[src/rtl/loader_pkg.sv]
// Shared types and defaults for the UART instruction-memory loader.
package loader_pkg;

    // Loader FSM states
    typedef enum logic [2:0] {
        StIdle  = 3'd0,
        StLenHi = 3'd1,
        StLenLo = 3'd2,
        StData  = 3'd3,
        StResp  = 3'd4,
        StDone  = 3'd5
    } state_e;

    // Default framing bytes
    localparam logic [7:0] SYNC_DEF = 8'hA5;
    localparam logic [7:0] ACK_DEF  = 8'h06;
    localparam logic [7:0] NAK_DEF  = 8'h15;

    // Width of the big-endian word count in the frame header
    localparam int LEN_W = 16;

endpackage

[src/rtl/word_packer.sv]
// Packs a stream of bytes (MSB first) into 32-bit words.
// word/word_valid are registered: word_valid pulses the cycle after the 4th byte.
module word_packer (
    input  logic        clock,
    input  logic        reset_n,
    input  logic        clear,
    input  logic        byte_valid,
    input  logic [7:0]  data_byte,
    output logic [31:0] word,
    output logic        word_valid
);

    logic [31:0] shift_q;
    logic [1:0]  cnt_q;
    logic [31:0] word_q;
    logic        valid_q;

    // Shift in bytes, latch the completed word and pulse valid on every 4th byte
    always_ff @(posedge clock or negedge reset_n) begin
        if (!reset_n) begin
            shift_q <= '0;
            cnt_q   <= '0;
            word_q  <= '0;
            valid_q <= 1'b0;
        end else begin
            valid_q <= 1'b0;
            if (clear) begin
                shift_q <= '0;
                cnt_q   <= '0;
            end else if (byte_valid) begin
                shift_q <= {shift_q[23:0], data_byte};
                cnt_q   <= cnt_q + 2'd1;
                if (cnt_q == 2'd3) begin
                    word_q  <= {shift_q[23:0], data_byte};
                    valid_q <= 1'b1;
                end
            end
        end
    end

    assign word       = word_q;
    assign word_valid = valid_q;

endmodule

[src/rtl/uart_imem_loader.sv]
// UART program loader: receives SYNC, 16-bit word count and the image, writes it into
// instruction memory, answers ACK/NAK and holds the CPU disabled while loading.
module uart_imem_loader
    import loader_pkg::*;
#(
    parameter int unsigned ADDR_W = 10,
    parameter logic [7:0]  SYNC   = SYNC_DEF,
    parameter logic [7:0]  ACK    = ACK_DEF,
    parameter logic [7:0]  NAK    = NAK_DEF
) (
    input  logic              clock,
    input  logic              reset_n,
    input  logic [7:0]        rx_data,
    input  logic              rx_done,
    output logic [7:0]        tx_data,
    output logic              tx_start,
    input  logic              tx_done,
    output logic              mem_we,
    output logic [ADDR_W-1:0] mem_addr,
    output logic [31:0]       mem_din,
    output logic              cpu_enable,
    output logic              load_done,
    output logic              busy
);

    localparam logic [LEN_W:0] DEPTH = (LEN_W+1)'(2**ADDR_W);

    state_e            state_q, state_d;
    logic [7:0]        len_hi_q, len_hi_d;
    logic [LEN_W-1:0]  len_m1_q, len_m1_d;
    logic [ADDR_W-1:0] idx_q, idx_d;
    logic [7:0]        tx_data_q, tx_data_d;
    logic              tx_start_q, tx_start_d;
    logic              resp_ack_q, resp_ack_d;
    logic              cpu_en_q, cpu_en_d;
    logic              load_done_q, load_done_d;
    logic              busy_q, busy_d;
    logic              pack_clear;
    logic [31:0]       pack_word;
    logic              pack_valid;
    logic [LEN_W-1:0]  len_rx;

    assign len_rx = {len_hi_q, rx_data};

    word_packer u_packer (
        .clock      (clock),
        .reset_n    (reset_n),
        .clear      (pack_clear),
        .byte_valid (rx_done && (state_q == StData)),
        .data_byte  (rx_data),
        .word       (pack_word),
        .word_valid (pack_valid)
    );

    // Next-state and next-output logic
    always_comb begin
        state_d     = state_q;
        len_hi_d    = len_hi_q;
        len_m1_d    = len_m1_q;
        idx_d       = idx_q;
        tx_data_d   = tx_data_q;
        tx_start_d  = 1'b0;
        resp_ack_d  = resp_ack_q;
        cpu_en_d    = cpu_en_q;
        load_done_d = load_done_q;
        pack_clear  = 1'b0;
        unique case (state_q)
            StIdle: begin
                if (rx_done && rx_data == SYNC) state_d = StLenHi;
            end
            StLenHi: begin
                if (rx_done) begin
                    len_hi_d = rx_data;
                    state_d  = StLenLo;
                end
            end
            StLenLo: begin
                if (rx_done) begin
                    if ({1'b0, len_rx} > DEPTH) begin
                        tx_data_d  = NAK;
                        resp_ack_d = 1'b0;
                        tx_start_d = 1'b1;
                        state_d    = StResp;
                    end else if (len_rx == '0) begin
                        tx_data_d  = ACK;
                        resp_ack_d = 1'b1;
                        tx_start_d = 1'b1;
                        state_d    = StResp;
                    end else begin
                        len_m1_d   = len_rx - LEN_W'(1);
                        idx_d      = '0;
                        pack_clear = 1'b1;
                        state_d    = StData;
                    end
                end
            end
            StData: begin
                // Write happens this cycle; index moves on afterwards except after the
                // last word, so mem_addr never wraps for a full-depth image.
                if (pack_valid) begin
                    if (LEN_W'(idx_q) == len_m1_q) begin
                        tx_data_d  = ACK;
                        resp_ack_d = 1'b1;
                        tx_start_d = 1'b1;
                        state_d    = StResp;
                    end else begin
                        idx_d = idx_q + ADDR_W'(1);
                    end
                end
            end
            StResp: begin
                // tx_done coinciding with our own tx_start cannot belong to this byte
                if (tx_done && !tx_start_q) begin
                    if (resp_ack_q) begin
                        cpu_en_d    = 1'b1;
                        load_done_d = 1'b1;
                        state_d     = StDone;
                    end else begin
                        state_d = StIdle;
                    end
                end
            end
            StDone: begin
                if (rx_done && rx_data == SYNC) begin
                    cpu_en_d    = 1'b0;
                    load_done_d = 1'b0;
                    state_d     = StLenHi;
                end
            end
            default: state_d = StIdle;
        endcase
        busy_d = !(state_d == StIdle || state_d == StDone);
    end

    // State and registered outputs
    always_ff @(posedge clock or negedge reset_n) begin
        if (!reset_n) begin
            state_q     <= StIdle;
            len_hi_q    <= '0;
            len_m1_q    <= '0;
            idx_q       <= '0;
            tx_data_q   <= '0;
            tx_start_q  <= 1'b0;
            resp_ack_q  <= 1'b0;
            cpu_en_q    <= 1'b0;
            load_done_q <= 1'b0;
            busy_q      <= 1'b0;
        end else begin
            state_q     <= state_d;
            len_hi_q    <= len_hi_d;
            len_m1_q    <= len_m1_d;
            idx_q       <= idx_d;
            tx_data_q   <= tx_data_d;
            tx_start_q  <= tx_start_d;
            resp_ack_q  <= resp_ack_d;
            cpu_en_q    <= cpu_en_d;
            load_done_q <= load_done_d;
            busy_q      <= busy_d;
        end
    end

    assign tx_data    = tx_data_q;
    assign tx_start   = tx_start_q;
    assign mem_we     = pack_valid;
    assign mem_addr   = idx_q;
    assign mem_din    = pack_word;
    assign cpu_enable = cpu_en_q;
    assign load_done  = load_done_q;
    assign busy       = busy_q;

endmodule

[config.mk]
export PLATFORM = sky130hd
export DESIGN_NAME = uart_imem_loader
export DESIGN_NICKNAME = d
export VERILOG_FILES = /design/src/rtl/loader_pkg.sv /design/src/rtl/word_packer.sv /design/src/rtl/uart_imem_loader.sv
export SDC_FILE = /design/constraint.sdc
export NUM_CORES = 1
export LEC_CHECK = 0
export ABC_AREA = 0
export BUFFER_PORTS_ARGS = -buffer_cell sky130_fd_sc_hd__buf_2
export CELL_PAD_IN_SITES_DETAIL_PLACEMENT = 0
export CELL_PAD_IN_SITES_GLOBAL_PLACEMENT = 1
export CORE_MARGIN = 2
export CORE_UTILIZATION = 47
export CTS_CLUSTER_DIAMETER = 40
export DETAILED_ROUTE_END_ITERATION = 12
export PLACE_DENSITY_LB_ADDON = 0.1
export SLEW_MARGIN = 20
export SYNTH_ARGS = -nofsm -noshare
export SYNTH_HDL_FRONTEND = slang
export SYNTH_SLANG_ARGS = --single-unit
export TNS_END_PERCENT = 50
[constraint.sdc]
create_clock -name clock -period 3.4 [get_ports clock]
set_input_delay 0.17 -clock clock [delete_from_list [all_inputs] [get_ports clock]]
set_output_delay 0.17 -clock clock [all_outputs]
set_load 0.1 [all_outputs]
## Word level (Yosys, flattened, before mapping)

Index checks and enable logic that the tools add are counted.

| cells by class | value |
|---|---|
| $add $sub $neg | 3 |
| $lt $le $gt $ge | 1 |
| equality and inequality tests | 19 |
| multiplexer cells | 49 |
| bitwise logic cells | 3 |
| reduce and logical (&&, ||, !) cells | 19 |

Operators by type and width:

| cell | count |
|---|---|
| $mux W10 | 5 |
| $mux W24 | 2 |
| $mux W8 | 5 |
| $mux W3 | 9 |
| $mux W1 | 20 |
| $pmux W10 S2 | 1 |
| $eq A10 B16 Y1 | 1 |
| $gt A16 B11 Y1 const B | 1 |
| $logic_not A16 Y1 | 1 |
| $pmux W8 S2 | 1 |
| $sub A16 B1 Y16 const B | 1 |
| $pmux W3 S5 | 1 |
| $ne A2 B2 Y1 const B | 7 |
| $add A10 B1 Y10 const B | 1 |
| $eq A3 B3 Y1 const B | 3 |
| $eq A8 B8 Y1 const B | 1 |
| $reduce_and A4 Y1 | 2 |
| $eq A3 B2 Y1 const B | 2 |
| $logic_not A3 Y1 | 2 |
| $pmux W1 S2 | 3 |
| $reduce_and A6 Y1 | 1 |
| $reduce_bool A2 Y1 | 3 |
| $reduce_and A5 Y1 | 1 |
| $mux W2 | 2 |
| 12 further kinds | 18 |

| storage, ports and cells | value |
|---|---|
| bits in registers | 108 |
| bits of input ports | 12 |
| output and inout port bits | 55 |
| logic and storage cells | 107 |

## Logic depth before layout (Yosys ltp)

Gate-level depths: netlist (run 1).

| depth | value |
|---|---|
| depth after elaboration | 8 |
| gate-level depth with buffers | 8 |
| gate-level depth less buffers | 7 |

## Hierarchy

From an unflattened synthesis (run 1), not the netlist that was laid out.

| unflattened totals | value |
|---|---|
| cell total of the unflattened synthesis | 382 |
| area, all modules | 4720.8 µm² |

Modules (own cells, without submodules):

| module | instances | cells an instance | area each (µm²) |
|---|---|---|---|
| word_packer | 1 | 155 | 2413.6 |
| uart_imem_loader | 1 | 227 | 2307.2 |

## Worst setup path before layout (run 1)

No wires, ideal clock.

| timing | value |
|---|---|
| path type | register to register |
| start | register idx_q[0] (netlist: mem_addr[0]) |
| end | register idx_q[4] (netlist: mem_addr[4]) |
| library setup time | 0.078 ns |
| arrival time | 2.288 ns |
| required time | 3.322 ns |
| path slack | 1.034 ns |
| stages on the path, launching flop included | 7 |
| clock period less this slack | 2.366 ns |
| cells stage by stage | dfrtp_1 -> xnor2_1 -> nand4_1 -> o31ai_2 -> buf_4 -> o21ai_0 -> a21oi_1 |

| on the way | value |
|---|---|
| longest elaborated chain between the ends | 4 |
| elaborated cells on any way between the ends | 7 |

Ends and longest elaborated chain:

| element | RTL line | RTL |
|---|---|---|
| from (decl) | uart_imem_loader.sv:31 | `logic [ADDR_W-1:0] idx_q, idx_d;` |
| from (signal assigned) | uart_imem_loader.sv:152 | `idx_q <= idx_d;` |
| $add A10 B1 Y10 | uart_imem_loader.sv:107 | `idx_d = idx_q + ADDR_W'(1);` |
| $mux W10 | uart_imem_loader.sv:101 | `if (LEN_W'(idx_q) == len_m1_q) begin` |
| $mux W10 | uart_imem_loader.sv:100 | `if (pack_valid) begin` |
| $pmux W10 S2 | uart_imem_loader.sv:67 | `unique case (state_q)` |

Parallel ways exist; a longest one is shown, timed or not. The select of a mux whose other input is x is not followed.
A chain may end at the register's enable or synchronous reset.

## Final worst setup path (run 1)

| timing | value |
|---|---|
| start | register state_q[0] |
| end | register u_packer.cnt_q[0] |

| on the way | value |
|---|---|
| longest elaborated chain between the ends | 3 |
| elaborated cells on any way between the ends | 6 |

Ends and longest elaborated chain:

| element | RTL line | RTL |
|---|---|---|
| from (decl) | uart_imem_loader.sv:28 | `state_e state_q, state_d;` |
| from (signal assigned) | uart_imem_loader.sv:138 | `state_q <= StIdle;` |
| from (signal assigned) | uart_imem_loader.sv:149 | `state_q <= state_d;` |
| $eq A3 B2 Y1, on equally long branches | uart_imem_loader.sv:67, uart_imem_loader.sv:49 |  |
| $mux W1 or $logic_and A1 B1 Y1 (tied branches) | uart_imem_loader.sv:67, uart_imem_loader.sv:49 |  |
| $mux W2 or $reduce_bool A2 Y1 (tied branches) | - |  |
| to (signal assigned) | word_packer.sv:32 | `cnt_q <= cnt_q + 2'd1;` |
| to (decl) | word_packer.sv:14 | `logic [1:0] cnt_q;` |

Parallel ways exist; a longest one is shown, timed or not.

==> results of run 1 <==
==> area by class of cell <==
cell class / count / area [sq um]
repair buffers: 68 / 364
flip-flops and latches: 103 / 2580
inverters: 11 / 41.3
clock buffers: 10 / 138
fillers: 935 / 4430
well taps: 133 / 166
clock inverters: 6 / 76.3
multi-input cells: 339 / 1940
==> routing by layer <==
metal / routed length, um / vias up / track usage
li1: - / 1726 / -
met1: 5290 / 1744 / 0.307
met2: 4500 / 56 / 0.287
met3: 314 / 10 / 0.0257
met4: 104 / 0 / 0.0550
met5: 0 / - / 0
==> critical path: stages (launching register included) <==
cell and delay [ps]:
dfrtp_1 510, and3b_1 280, buf_4 330, nand2_1 590, xor2_1 330, nor2_1 120
==> registers in the layout (all words and copies together) (netlist names), 2 cells and up <==
name / flops
len_hi_q: 8
len_m1_q: 16
u_packer.word: 32
u_packer.shift_q: 24
tx_data: 3
u_packer.cnt_q: 2
state_q: 3
mem_addr: 10
==> power groups by stage <==
stage | combinational [mW] | sequential, mW | clock, mW
2_1_floorplan | 0.617 | 2.07 | 0
6_report | 1.20 | 1.71 | 0.825
4_1_cts | 1.21 | 1.70 | 0.848
3_5_place_dp | 1.21 | 1.73 | 0
5_1_grt | 1.30 | 1.75 | 0.885
3_3_place_gp | 1.19 | 1.72 | 0
==> synthesized netlist by cell type (2+ instances only) <==
cell type and n:
nand3_1 36, and3b_1 2, buf_4 7, and2_1 3, o21a_1 2, and3_1 3
buf_1 3, buf_2 6, nor2b_1 3, nor3b_1 2, o31ai_1 5, xor2_1 7
mux2_2 14, xnor2_1 15, nand4_1 7, inv_1 10, or4_1 4, mux2i_1 2
nor2_1 10, nor3_1 6, clkbuf_1 13, ha_1 5, a21o_1 3, nand2_1 125
or3_1 4, dfrtp_1 103, o21ai_0 20, a21oi_1 34
==> through the flow <==
stage	area, sq um	std cells	util	power (mW)
2_1_floorplan	4720	484	-	2.69
3_3_place_gp	5080	653	0.522	2.91
3_5_place_dp	5080	653	0.522	2.94
4_1_cts	5290	669	0.544	3.76
5_1_grt	5300	670	0.545	3.93
6_report	5300	670	0.545	3.74
==> cells by family (layout without fill, tap and decap cells) <==
family / Yosys count / after routing
compound gates: 74 / 74
buf+inv: 42 / 95
other cells: 1 / 4
xor+xnor: 22 / 22
fa+ha+maj: 5 / 5
flops: 103 / 103
mux: 17 / 17
simple gates: 217 / 217
==> final timing paths <==
| kind | end | slack [ps] | cells past startpoint |
|---|---|---|---|
| setup / recovery | u_packer.cnt_q[0] | 1170 | 5 |
| hold / removal | len_m1_q[0] | 90 | 2 |
| setup reg to reg | u_packer.cnt_q[0] | 1170 | 5 |
| hold reg to reg | u_packer.word[31] | 480 | 2 |
| max in group asynchronous | u_packer.word[8] | 2220 | 3 |
| min in group asynchronous | mem_addr[4] | 410 | 2 |
==> reports/results.tsv, run 1 <==
metric	value	unit
timing.rr.start	state_q[0]	
clk_path_buf_depth	2	
internal_power	2.19	mW
critPathCaptureType	flop	
netlist.area_leader.share	0.548	
die_x	104	um
synth_edf_count	0	
worstPathArrival	2530	ps
finalWorstSetupSlack	1170	ps
post_cts_buffers	0	
power_density	704	mW/mm^2
core_area	0.00973	sq mm
synthArstFlopShare	1.00	
antenna_found_initial	0	
p_clk_frac	0.221	
period_minus_slack	2230	ps
wirelength	10200	um
grt_max_degree	90	
p_leak	2.63	nW
drtIter0Drc	143	
worstHoldStart	rx_data[0]	
synthCells	481	
clkTransAtPathRegs	100	ps
synth-main-ff-cell	dfrtp_1	
drive_above_1_share	0.209	
status	finished clean	
grt.total_usage	0.196	
worstMarginPinSlew	892	ps
mostFrequentLayoutCells	125 x nand2_1, 103 x dfrtp_1, 61 x buf_2	
synth_top_family_by_area	simple AND/OR/NAND/NOR gates	
overflow	0	
switching_share	0.415	
cts.htree.levels	3	
skew	5.46	ps
synth_fa_ha_area_frac	0.0133	
drt.antenna.violating_nets	0	
cp.required	3700	ps
clk_latency	370	ps
die_h	104	um
die_area	0.0108	sq mm
cts-root-buf	clkbuf_8	
pre_cts_ws	1160	ps
ys_seq_area_frac	0.548	
cts-hold-fix-buffers	0	
muxShareOfSynthArea	0.0409	
path_class	reg -> reg	
grt_pass1_vias	3362	
synth-xor-area-share	0.0409	
layout_commonest_cell	nand2_1	
fmax	448	MHz
setup_viol	0	
peakVddDrop	0.000430	V
slew_viol_final	0	
row_count	36	
cts_resized	0	
synthTopCellsByArea	dfrtp_1 55%, nand2_1 10%, nand3_1 3.8%	
clock_sinks	103	
final_nets	549	
first_pass_iters	4	
diodes	0	
wl_per_cell	15.2	um
rsz0062_at_grt	no	
start_util	0.484	
yosysUniqueCellTypes	55	
hold_violations	0	
power.net_switching	1.55	mW
synth-simple-area-share	0.218	
dp_hpwl	6930	um
hold_slack	94.9	ps
vias	3536	
area_delta_synth_final	12.7	%
cap_viol_max_count	0	
viasPerCell	5.28	
cp-start-kind	flop	
power_frac_comb	0.322	
cts_tree	yes	
cp-startpoint	state_q[0]	
synth_compound_area_frac	0.0957	
synth_top_area_cell	dfrtp_1	
ys_ff_latch	103	
routabilityCongestion	0.829	
relSlewSlack	0.404	
synth_area	0.00471	sq mm
ys_warn_count	0	
grt_pass1_wl	17400	um
tns	0	ps
ios	67	
critPathMaxFanout	28	
portBuffers	62	
finalCritPeriodShare	0.657	
cts_made_buffers	9	
pwr-share-seq	0.457	
synth.avg_cell_area	9.79	sq um
drcViolationCount	0	
hp-class	in -> reg	
(Power assumes the default switching activity.)
==> run 2, diff against run 1 <==
- CORE_UTILIZATION: 47 -> 40
- clock period: 3.4 -> 2.05 ns (I/O delays scaled with it)
==> reports/results.tsv, run 2 (synthesis gave the netlist of run 1 again) <==
metric	value	unit	change
cap_viol_max_count	0		unchanged
portBuffers	62		unchanged
peakVddDrop	0.00128	V	+200%
drtIter0Drc	160		+12%
finalCritPeriodShare	0.941		+0.285
cpPeakStageDelay	500	ps	-90 ps
first_pass_iters	5		+1
hold_slack	62.0	ps	-32.9 ps
grt_max_degree	44		-51%
largest_reg_flops	32		unchanged
hp-class	in -> reg		
clock_sinks	103		unchanged
pwr-share-seq	0.440		-0.017
ios	67		unchanged
crit_chain	nor4_2, nand4_1, o31ai_4, buf_4, o31ai_1, a21oi_1		
critPathBufInv	1		unchanged
internal_power	3.90	mW	+78%
rsz0062_at_grt	no		
clk_path_buf_depth	2		unchanged
p_leak	2.72	nW	+3.5%
period_minus_slack	1930	ps	-303 ps
pre_cts_ws	-15.7	ps	-1170 ps
fmax	518	MHz	+16%
place_area	0.00522	sq mm	+2.8%
cp-start-kind	flop		
wl_per_cell	15.5	um	+1.9%
worstMarginPinSlew	596	ps	-297 ps
final_util	0.482		-0.0629
layout_commonest_cell	nand2_1		
grt_pass1_vias	3439		+2.3%
power_frac_comb	0.317		-0.005
area_delta_synth_final	17.5	%	
critical-path-top-delay-family	compound AO/OA/AOI/OAI gates		
grt_util_met2	0.241		-0.0461
cts-root-buf	clkbuf_16		
drcViolationCount	0		unchanged
grt_busiest_layer	met1		
vias	3520		-0.45%
critPathCaptureType	flop		
grt.total_usage	0.181		-0.0154
wirelength	10700	um	+5.0%
routabilityCongestion	0.758		-8.6%
dp_hpwl	7510	um	+8.3%
row_count	39		+8.3%
drt.antenna.violating_nets	0		unchanged
tns	0	ps	unchanged
status	finished clean		
power.net_switching	2.57	mW	+66%
critPathMaxFanout	11		-61%
final_nets	561		+2.2%
cts_made_buffers	9		unchanged
die_h	112	um	+8.1%
worstPathArrival	2190	ps	-340 ps
cts.htree.levels	3		unchanged
power_density	1170	mW/mm^2	+66%
path_class	reg -> reg		
core_area	0.0115	sq mm	+18%
viasPerCell	5.09		-3.5%
die_x	112	um	+8.1%
p_clk_frac	0.243		+0.022
clk_latency	340	ps	-30 ps
cp_slowest_cell	o31ai_4		
cp.required	2310	ps	-1390 ps
slew_viol_final	0		unchanged
grtUsageMet3	0.0259		+0.000229
clkTransAtPathRegs	70	ps	-30 ps
finalWorstSetupSlack	121	ps	-1050 ps
design_area	0.00553	sq mm	+4.3%
start_util	0.410		-0.0733
overflow	0		unchanged
grt_pass1_wl	18100	um	+4.3%
diodes	0		unchanged
grtUsageMet1	0.292		-0.0144
hold_violations	0		unchanged
drive_above_1_share	0.246		+0.0378
cts_tree	yes		
skew	5.66	ps	+0.195 ps
setup_viol	0		unchanged
die_area	0.0127	sq mm	+17%
mostFrequentLayoutCells	125 x nand2_1, 93 x dfrtp_1, 61 x buf_2		
antenna_found_initial	0		unchanged
relSlewSlack	0.603		+0.199
switching_share	0.397		-0.0181
[run 2: power by group through the flow]
stage,clock [mW],sequential (mW),combinational [mW]
floorplan,0,3.45,1.02
global placement,0,2.86,2.02
detailed placement,0,2.88,2.04
CTS,1.63,2.84,2.05
global route,1.72,2.91,2.21
finish,1.57,2.85,2.05
[run 2: cell type report]
class | count | area (sq um)
Fill cell | 1112 | 5940
Sequential cell | 103 | 2590
Multi-Input combinational cell | 339 | 1980
Timing Repair Buffer | 80 | 475
Clock buffer | 11 | 243
Tap cell | 143 | 179
Inverter | 11 | 41.3
Clock inverter | 4 | 22.5
[run 2: what timing repair did]
action | in CTS | in global routing
gates resized for setup | 1 | 4
buffers inserted | 0 | 0
hold endpoints to repair | 41 | 0
endpoints found under the setup margin | 4 | 9
hold buffers | 1 | 0
pin swaps | 0 | 3
[run 2: path summary, 6_finish.rpt]
kind                                   startpoint                   to  slack [ps]  cells after the start
worst max-delay path                 len_m1_q[11]          mem_addr[8]         120                      6
worst min-delay path                   rx_data[1]  u_packer.shift_q[1]          60                      3
worst max register to register       len_m1_q[11]          mem_addr[8]         120                      6
worst min register to register  u_packer.word[30]    u_packer.word[30]         470                      2
max in group asynchronous                 reset_n          len_hi_q[7]        1160                      3
min in group asynchronous                 reset_n          mem_addr[4]         310                      2
[run 2: routing by layer]
layer,vias up,share of wire
li1,1755,-
met1,1700,0.54
met2,56,0.41
met3,9,0.029
met4,0,0.016
met5,-,0
[run 2: stage by stage]
| stage | total power, mW | std cells |
|---|---|---|
| floorplan | 4.47 | 484 |
| global placement | 4.88 | 675 |
| detailed placement | 4.92 | 675 |
| CTS | 6.51 | 691 |
| global route | 6.83 | 691 |
| finish | 6.47 | 691 |
[run 2: worst register-to-register path: cells and delay by family (launching register included)]
kind	cells	cell delay, ps
simple gates	2	520
compound gates	3	720
buf+inv	1	240
flops	1	390
==> run 3, diff against run 2 <==
- GPL_TIMING_DRIVEN: unset -> 1
- PLACE_DENSITY: unset -> 0.83
- PLACE_DENSITY_LB_ADDON: 0.1 -> unset
- SLEW_MARGIN: 20 -> unset
==> reports/results.tsv, run 3 (synthesis gave the netlist of run 1 again) <==
metric	value	unit	change
period_minus_slack	1900	ps	-30.9 ps
cp.required	2310	ps	about the same
critPathCaptureType	flop		
clkTransAtPathRegs	70	ps	about the same
worstPathArrival	2160	ps	-30 ps
fillerInstances	1041		-6.4%
skew	5.96	ps	+0.299 ps
diodes	0		unchanged
cts.htree.levels	3		unchanged
p_leak	2.75	nW	+0.89%
hp-class	in -> reg		
grt.total_usage	0.172		-0.00933
finalCritPeriodShare	0.926		-0.0151
critPathMaxFanout	3		-8
timing.rr.end	busy		
row_count	39		unchanged
clk_path_buf_depth	2		unchanged
antenna_found_initial	0		unchanged
final_nets	560		-0.18%
drtIter0Drc	209		+31%
cts_tree	yes		
vias	3577		+1.6%
grt_pass1_vias	3529		+2.6%
ios	67		unchanged
power.total	6.75	mW	+4.4%
wl_per_cell	14.8	um	-4.9%
rsz0062_at_grt	no		
final_cells	691		unchanged
status	finished clean		
die_x	112	um	unchanged
hold_end	len_m1_q[0]		
power_density	1210	mW/mm^2	+3.7%
mostFrequentLayoutCells	125 x nand2_1, 93 x dfrtp_1, 61 x buf_2		
first_pass_iters	5		unchanged
worstMarginPinSlew	661	ps	+64.9 ps
wl_met1	4930	um	-15%
peakVddDrop	0.00137	V	+7.0%
top_layer	met4		
die_area	0.0127	sq mm	unchanged
fmax	527	MHz	+1.6%
r2r_cells	6		unchanged
start_util	0.410		unchanged
area_delta_synth_final	18.3	%	
final_util	0.486		+0.00349
met3_length	376	um	+19%
drt.antenna.violating_nets	0		unchanged
dp_hpwl	7300	um	-2.8%
slew_viol_final	0		unchanged
viasPerCell	5.18		+1.6%
cap_viol_max_count	0		unchanged
clock_sinks	103		unchanged
setup_viol	0		unchanged
routabilityCongestion	0.796		+5.0%
cts-root-buf	clkbuf_16		
portBuffers	62		unchanged
grt_max_degree	53		+20%
r2r_slack	150	ps	+30 ps
tns	0	ps	unchanged
layout_commonest_cell	nand2_1		
hold_violations	0		unchanged
worstHoldStart	rx_data[0]		
cts_made_buffers	9		unchanged
relSlewSlack	0.560		-0.0433
grt_pass1_wl	17700	um	-2.5%
clk_latency	340	ps	about the same
drcViolationCount	0		unchanged
dr_wl_met2	4740	um	+7.1%
wirelength	10200	um	-4.9%
drive_above_1_share	0.245		-0.00182
hold-path-cell-count	2		-1
path_class	reg -> reg		
overflow	0		unchanged
die_h	112	um	unchanged
core_area	0.0115	sq mm	unchanged
timing.rr.start	len_m1_q[11]		
largest_reg_flops	32		unchanged
cp-start-kind	flop		
post-place-cells	673		-0.30%
-- run 3: what timing repair did --
item                                    CTS  global route
endpoints found under the setup margin    0             1
setup buffers                             0             1
hold endpoints to repair                 50             0
hold buffers                              1             0
gates resized for setup                   0             3
-- run 3: metal layers --
layer / GRT usage / vias up
li1: - / 1754
met1: 0.248 / 1735
met2: 0.263 / 77
met3: 0.0346 / 11
met4: 0.0537 / 0
met5: 0 / -
-- run 3: worst max path at each step --
| stage | start | to | slack [ps] | depth (start not counted) |
|---|---|---|---|---|
| finish | len_m1_q[11] | busy | 150 | 6 |
| global placement | len_m1_q[11] | busy | 170 | 5 |
| floorplan | mem_addr[0] | busy | 6 | 5 |
| global route | len_m1_q[11] | busy | 20 | 6 |
| detailed placement | len_m1_q[11] | busy | 150 | 5 |
| CTS | len_m1_q[11] | busy | 130 | 5 |
-- run 3: through the flow --
step | worst slack [ps] | hold WS (ps) | instance area (sq um)
after floorplan | 6.21 | -193 | 4730
after global placement | 165 | 174 | 5200
after detailed placement | 148 | 182 | 5200
after CTS | 128 | 56.0 | 5550
after global routing | 15.2 | 66.1 | 5570
final | 152 | 67.6 | 5570
-- run 3: layout make-up --
type	count	area, sq um	share of cell area
Inverter	11	41.3	0.00741
Timing Repair Buffer	79	468	0.0840
Clock buffer	12	256	0.0460
Tap cell	143	179	0.0321
Clock inverter	4	77.6	0.0139
Sequential cell	103	2590	0.465
Multi-Input combinational cell	339	1960	0.352
-- run 3: worst max-delay path, stage by stage (launching register included) --
cell and delay, ps:
dfrtp_1 390, nor4_2 270, nand4_1 140, buf_4 170, nor4b_1 460, or3_4 220
mux2i_1 180
-- run 3: where the power goes --
group | switching [mW] | internal, mW | leakage, nW
combinational | 1.45 | 0.611 | 1.23
clock | 0.728 | 1.14 | 0.163
sequential | 0.382 | 2.44 | 1.36
total | 2.56 | 4.20 | 2.75
